### config.mk
export PLATFORM = sky130hd
export DESIGN_NAME = tlp_tx_arbiter
export DESIGN_NICKNAME = d
export VERILOG_FILES = /design/src/rtl/tlp_tx_arbiter.sv
export SDC_FILE = /design/constraint.sdc
export NUM_CORES = 1
export LEC_CHECK = 0
export ABC_AREA = 1
export CAP_MARGIN = 20
export CORE_AREA = 4 4 164 166
export CTS_CLUSTER_SIZE = 20
export DETAILED_ROUTE_END_ITERATION = 12
export DIE_AREA = 0 0 168 170
export HOLD_SLACK_MARGIN = 0.1
export PLACE_DENSITY = 0.49
export SLEW_MARGIN = 20
export SYNTH_ARGS = -nofsm -noshare
export SYNTH_HDL_FRONTEND = slang
export SYNTH_SLANG_ARGS = --single-unit
### constraint.sdc
create_clock -name clk -period 1.6 [get_ports clk]
set_clock_uncertainty 0.05 [all_clocks]
set_input_delay 0.24 -clock clk [delete_from_list [all_inputs] [get_ports clk]]
set_output_delay 0.24 -clock clk [all_outputs]
set_load 0.02 [all_outputs]
### src/rtl/tlp_tx_arbiter.sv
// Packet-level round-robin arbiter sharing one AXI-Stream TX port between
// two TLP sources. Grants cover whole packets, are issued only while the
// link is up, and every packet boundary passes through IDLE.
module tlp_tx_arbiter #(
  parameter int unsigned DATA_W      = 128,
  parameter int unsigned CNT_W       = 16,
  parameter int unsigned FIRST_GRANT = 0
) (
  input  logic              clk,
  input  logic              rstn,
  input  logic              link_up,
  input  logic              s0_tvalid,
  output logic              s0_tready,
  input  logic [DATA_W-1:0] s0_tdata,
  input  logic              s0_tlast,
  input  logic              s0_tuser,
  input  logic              s1_tvalid,
  output logic              s1_tready,
  input  logic [DATA_W-1:0] s1_tdata,
  input  logic              s1_tlast,
  input  logic              s1_tuser,
  output logic              m_tvalid,
  input  logic              m_tready,
  output logic [DATA_W-1:0] m_tdata,
  output logic              m_tlast,
  output logic              m_tuser,
  output logic              busy,
  output logic              grant_id,
  output logic [CNT_W-1:0]  pkt_cnt0,
  output logic [CNT_W-1:0]  pkt_cnt1
);

  typedef enum logic [1:0] {
    IDLE  = 2'd0,
    SEND0 = 2'd1,
    SEND1 = 2'd2
  } state_e;

  localparam logic GRANT_RST = (FIRST_GRANT != 0);

  state_e           state_q, state_d;
  logic             grant_q, grant_d;
  logic             busy_q,  busy_d;
  logic [CNT_W-1:0] cnt0_q,  cnt0_d;
  logic [CNT_W-1:0] cnt1_q,  cnt1_d;

  // State, grant and packet-counter registers
  always_ff @(posedge clk or negedge rstn) begin
    if (!rstn) begin
      state_q <= IDLE;
      grant_q <= GRANT_RST;
      busy_q  <= 1'b0;
      cnt0_q  <= '0;
      cnt1_q  <= '0;
    end else begin
      state_q <= state_d;
      grant_q <= grant_d;
      busy_q  <= busy_d;
      cnt0_q  <= cnt0_d;
      cnt1_q  <= cnt1_d;
    end
  end

  // Payload mux follows the registered grant, so m_tdata always carries a
  // real source value; validity is gated separately by the FSM
  always_comb begin
    m_tdata = grant_q ? s1_tdata : s0_tdata;
    m_tlast = grant_q ? s1_tlast : s0_tlast;
    m_tuser = grant_q ? s1_tuser : s0_tuser;
  end

  // Arbitration, handshake steering and end-of-packet bookkeeping
  always_comb begin
    state_d   = state_q;
    grant_d   = grant_q;
    busy_d    = busy_q;
    cnt0_d    = cnt0_q;
    cnt1_d    = cnt1_q;
    m_tvalid  = 1'b0;
    s0_tready = 1'b0;
    s1_tready = 1'b0;
    case (state_q)
      IDLE: begin
        if (link_up && (s0_tvalid || s1_tvalid)) begin
          if (s0_tvalid && s1_tvalid) begin
            grant_d = ~grant_q;
          end else begin
            grant_d = s1_tvalid;
          end
          state_d = grant_d ? SEND1 : SEND0;
          busy_d  = 1'b1;
        end
      end
      SEND0: begin
        m_tvalid  = s0_tvalid;
        s0_tready = m_tready;
        if (s0_tvalid && m_tready && s0_tlast) begin
          cnt0_d  = cnt0_q + CNT_W'(1);
          busy_d  = 1'b0;
          state_d = IDLE;
        end
      end
      SEND1: begin
        m_tvalid  = s1_tvalid;
        s1_tready = m_tready;
        if (s1_tvalid && m_tready && s1_tlast) begin
          cnt1_d  = cnt1_q + CNT_W'(1);
          busy_d  = 1'b0;
          state_d = IDLE;
        end
      end
      default: begin
        state_d = IDLE;
        busy_d  = 1'b0;
      end
    endcase
  end

  assign busy     = busy_q;
  assign grant_id = grant_q;
  assign pkt_cnt0 = cnt0_q;
  assign pkt_cnt1 = cnt1_q;

endmodule
-- Word level (Yosys, flattened, before mapping)
Index checks and enable logic that the tools add are counted.
- bitwise gates (word level): 1
- reduce and logical (&&, ||, !) cells: 12
- add/sub/neg operators: 2
- multiplexer cells: 18
- equality and inequality tests: 5
- operators with widths (cell ; count):
    128-bit two-way mux ; 1
    16-bit by 1-bit adder with 16-bit output (second input constant) ; 2
    1-bit two-way mux ; 10
    2-bit two-way mux ; 4
    1-bit logical AND ; 6
    2-bit inequality test (second input constant) ; 3
    2-bit one-hot mux with 3 select lines ; 1
    2-bit AND reduction ; 3
    1-bit one-hot mux with 3 select lines ; 1
    3-bit AND reduction ; 1
    2-bit by 1-bit equality test with 1-bit output (second input constant) ; 1
    2-bit equality test (second input constant) ; 1
    2-bit logical NOT ; 1
    1-bit one-hot mux with 2 select lines ; 1
    1-bit logical OR ; 1
    1-bit NOT ; 1
- output and inout port bits: 167
- flip-flop bits (word level): 36
- logic and storage cells: 43

-- Logic depth before layout (Yosys ltp)
- depth in word-level cells: 7
- mapped depth: 11
- mapped depth without buffers: 10

-- Worst setup path after synthesis
OpenSTA, ideal clock, no wires.
- kind: reg2out
- start: register grant_q, in the netlist grant_id
- end: output port m_tdata[37]
- slack: -0.044 ns
- data arrival time: 1.354 ns
- cell stages (with the launch flop): 7
- path buffers: 3
- required time: 1.310 ns
- path through: dfrtp_1 -> buf_2 -> inv_1 -> buf_2 -> clkbuf_1 -> nand2_1 -> nand2_1
- longest elaborated chain between the ends: 1
- ends and longest elaborated chain (what ; line ; RTL):
    from (decl) ; 42 ; logic grant_q, grant_d;
    from (signal assigned) ; 57 ; grant_q <= grant_d;
    128-bit two-way mux ; 67 ; m_tdata = grant_q ? s1_tdata : s0_tdata;
    to (decl) ; 24 ; output logic [DATA_W-1:0] m_tdata,
No other way between the ends.

-- Worst setup path after layout
- start: register grant_q, in the netlist grant_id
- end: output port m_tdata[32]
Same word-level chain as after synthesis.

==> results.md <==
- The data arrival time of the critical path is 1520 ps.
- Traced cell by cell, the critical path runs through clkinv_8 > buf_12 > buf_16 > nand2_1 > nand2_1 > buf_6.
- The wire length of the first global-routing pass is 37,400 microns.
- The largest net degree at the start of global routing is 37.
- The area of all placed cells without fillers is 9950 sq um.
- Of the cells placed in the final design, the portion with a size suffix greater than 1 is 32.5%.
- The congestion estimate from routability-driven global placement came to 0.895.
- The row count is 59.
- Based on the critical path, the design can be clocked at up to 0.553 GHz.
- By area the synthesized netlist is led by nand2_1 49%, dfrtp_1 25%, inv_1 3.4%, nand3_1 2.5%, xnor2_1 2.2%.
- The termination of the worst setup path is m_tdata[32].
- The remaining global-route overflow is 0.
- After detailed routing, the average wire length per cell comes to 18.4 microns.
- The cell area after technology mapping is 3540 sq um.
- In this run the tightest slew margin relative to its limit is 79.0%.
- The vias after detailed routing is 5,823.
- The number of nets produced by synthesis is 928.
- The final hold slack is 285 ps.
- The violation count after the first detailed-route iteration is 185.
- The cell with the biggest individual delay on the critical path is dfrtp_4.
- For this run, the number of Yosys warnings is 0.
- By count the netlist is led by 463 x nand2_1, 36 x dfrtp_1, 32 x inv_1.
- The H-tree was split into 2 levels.
- The path class of the lowest-slack min-delay path is in -> async.
- The layout overhead on the synthesized area is 181%.
- The actual transition at the worst max-transition pin is 312 ps.
- The clock drives 36 sinks.
- For met1 alone, demand over resource in global routing was 19.7%.
- The source of the worst register-to-register timing path is state_q[1].
- Setup repair after global routing could not meet its margin everywhere.
- Detailed placement finished with a half-perimeter wire length of 22,600 microns.
- The global router's overall resource usage is 17.3%.
- For the finished layout, the period the worst path requires is 1810 ps.
- Summed over all cells, the static leakage comes to 5.20 nW.
- In this run the biggest area consumer among cell types represents 49.2% of the synthesized area.
- The placeable core region is 25,600 sq um.
- Global routing used 11.5% of the available met3 tracks.
- The post-detailed-placement cell area is 8600 sq um.
- TritonCTS built the clock tree.
- The total clock buffers created by CTS is 5.
- The critical path startpoint category is a register.
- The number of antenna violations at the first check in global routing is 26.
- Using the TritonRoute via totals, the vias-per-cell ratio works out to 3.95.
- Data on the critical path is required at its endpoint by 1310 ps.
- The most used flip-flop cell after synthesis is dfrtp_1.
- The worst path uses 113% of the clock period.
- The post-synthesis cell count is 656.
- The area of the die is 28,600 sq um.
- The filler cells instantiated in the layout total 2,736.
- VDD sags by at most 642 uV.
- The met2 track demand over resource in global routing is 27.7%.
- The peak fanout along the critical path is 8.
- The average cell area after synthesis is 5.39 sq um.
- The via count of the first global-routing pass is 5,790.
- Summing the sequential cell areas from Yosys gives 25.5% of the chip area.
- The setup TNS is -19,930 ps.
- The destination of the worst register-to-register timing path is pkt_cnt0[15].
- In the final layout, flip-flops and latches occupy 905 sq um.
- Setup slack on the worst reg-to-reg path comes out at -100 ps.
- The busiest layer in global routing is met2.
- 433 I/O pins were placed.
- The overall die height is 170 microns.
- Counting flops with a built-in enable in the synthesized netlist gives 0.
- The count of final max-slew check failures is 0.
- The total iterations of the first detailed-routing run is 4.
- Dividing total power by cell area gives a power density of 1310 nW/um^2.
- The root buffer cell is clkbuf_16.
- The largest total area in the synthesized netlist belongs to nand2_1.
- The starting density of the core is 13.8%.
- Measured in cells, the most critical reg-to-reg path has a length of 11.
- The most instantiated library cell after synthesis is nand2_1.
- For the worst-skew pair, the clock arrives at the later sink with an insertion delay of 280 ps.
- The flip-flop and latch count after synthesis is 36.
- The routed design has 27,200 microns of wire.
- The worst setup path is captured at an output pin.
- The worst-case setup margin in the final layout is -207 ps.
- In the routed design, unresolved DRC markers number 0.
- The critical path is of the reg -> out type.
- Counting distinct cell types in the post-synthesis netlist gives 27.
- The count of nets left with antenna violations after detail routing is 0.
- Input and output buffers added on the ports amount to 432.
- Setup violations remaining at the end of the flow were counted as 143.
- After clock tree synthesis, the clock-pin slew on the worst setup and hold paths is 60 ps.
- The run finished, with violations left.
- For this run, the post-layout net count is 1,401.
- Measured along the x axis, the die boundary spans 168 microns.
- The tool flagged a number of max-cap violations equal to 0.
- The hold violation count in the final report is 0.
- The share of synthesized registers carrying an async set or reset is 100%.
- The area of the multi-input gates is 3000 sq um.
- The final reports fail on setup timing.
- The start point of the critical path is grant_id.
- Summing internal, switching and leakage power gives 0.0130 W.
- The maximum buffer depth of the clock tree is 2.
- The critical path's most frequent cell is nand2_1.
- For this run, the slowest stage of the critical path takes 530 ps.
-- logic make-up after synthesis --
logic type                 count (synthesis)  share of synthesized area [%]
buffers and inverters                     62                           7.18
AOI/OAI and AO/OA                         13                           2.09
and+or+nand+nor                          521                           58.7
DFF                                       36                           25.5
xor gates and xnor gates                  18                           4.46
adders and majority gates                  6                           2.12
-- placed cells by master, fill, tap and decap left out, drive strengths merged, types with 4 or more instances in the layout --
master,instances
nand3,21
nand4,5
xnor2,9
dlymetal6s2s,29
diode,11
dfrtp,36
nor2,24
clkbuf,9
clkdlybuf4s50,269
xor2,9
ha,6
inv,32
nor3,4
nand2,464
o21ai,6
buf,192
-- power breakdown --
group,internal (W),switching (W),leakage (nW)
logic,0.00517,0.00565,4.65
registers,0.00103,0.000158,0.474
clock network,0.000654,0.000374,0.0761
total,0.00685,0.00618,5.20
-- layer usage --
layer / wire, microns / vias up
li1: - / 2940
met1: 10200 / 2537
met2: 12500 / 265
met3: 3870 / 51
met4: 369 / 30
met5: 218 / -
-- through the flow --
stage                     setup WS [ps]  instances  util, %
after global routing               -255       1469     38.8
final                              -207       1475     38.8
after floorplan                   -43.7        656        -
after CTS                          -233       1460     35.8
after global placement             -385       1439     33.6
after detailed placement           -390       1439     33.6
-- worst min-delay path by stage --
stage,start,to,slack (ps),cells past startpoint
final,rstn,pkt_cnt1[6],290,2
after global routing,rstn,pkt_cnt1[6],320,2
after CTS,rstn,pkt_cnt1[6],310,2
after detailed placement,pkt_cnt1[15],pkt_cnt1[15],420,1
after global placement,pkt_cnt1[15],pkt_cnt1[15],420,1
after floorplan,rstn,busy,-110,0
-- cell type report --
| class | instances | share of cell area, % |
|---|---|---|
| repair buffers | 495 | 53.2 |
| flip-flops and latches | 36 | 9.09 |
| clock buffers | 7 | 1.53 |
| repair inverters | 1 | 0.0880 |
| diodes | 11 | 0.277 |
| multi-input cells | 558 | 30.2 |
| inverters | 32 | 1.36 |
| well taps | 335 | 4.21 |
-- worst max-delay path, delay by kind of cell (launching register included) --
kind          cells  cell delay [ps]
buf+inv           4              580
simple gates      2              130
flops             1              530
-- sequential cells by signal, indices dropped and copies added, names as in the netlist --
signal    flops
pkt_cnt0     16
pkt_cnt1     16
state_q       2
busy          1
grant_id      1
-- repair_timing --
action,CTS,global route
hold endpoints to repair,0,0
hold buffers,0,0
cloned,6,2
buffers inserted,8,5
pin swaps,15,32
endpoints found under the setup margin,175,187
resized for setup,764,223
Note: power is estimated with default switching activity, not from simulation.
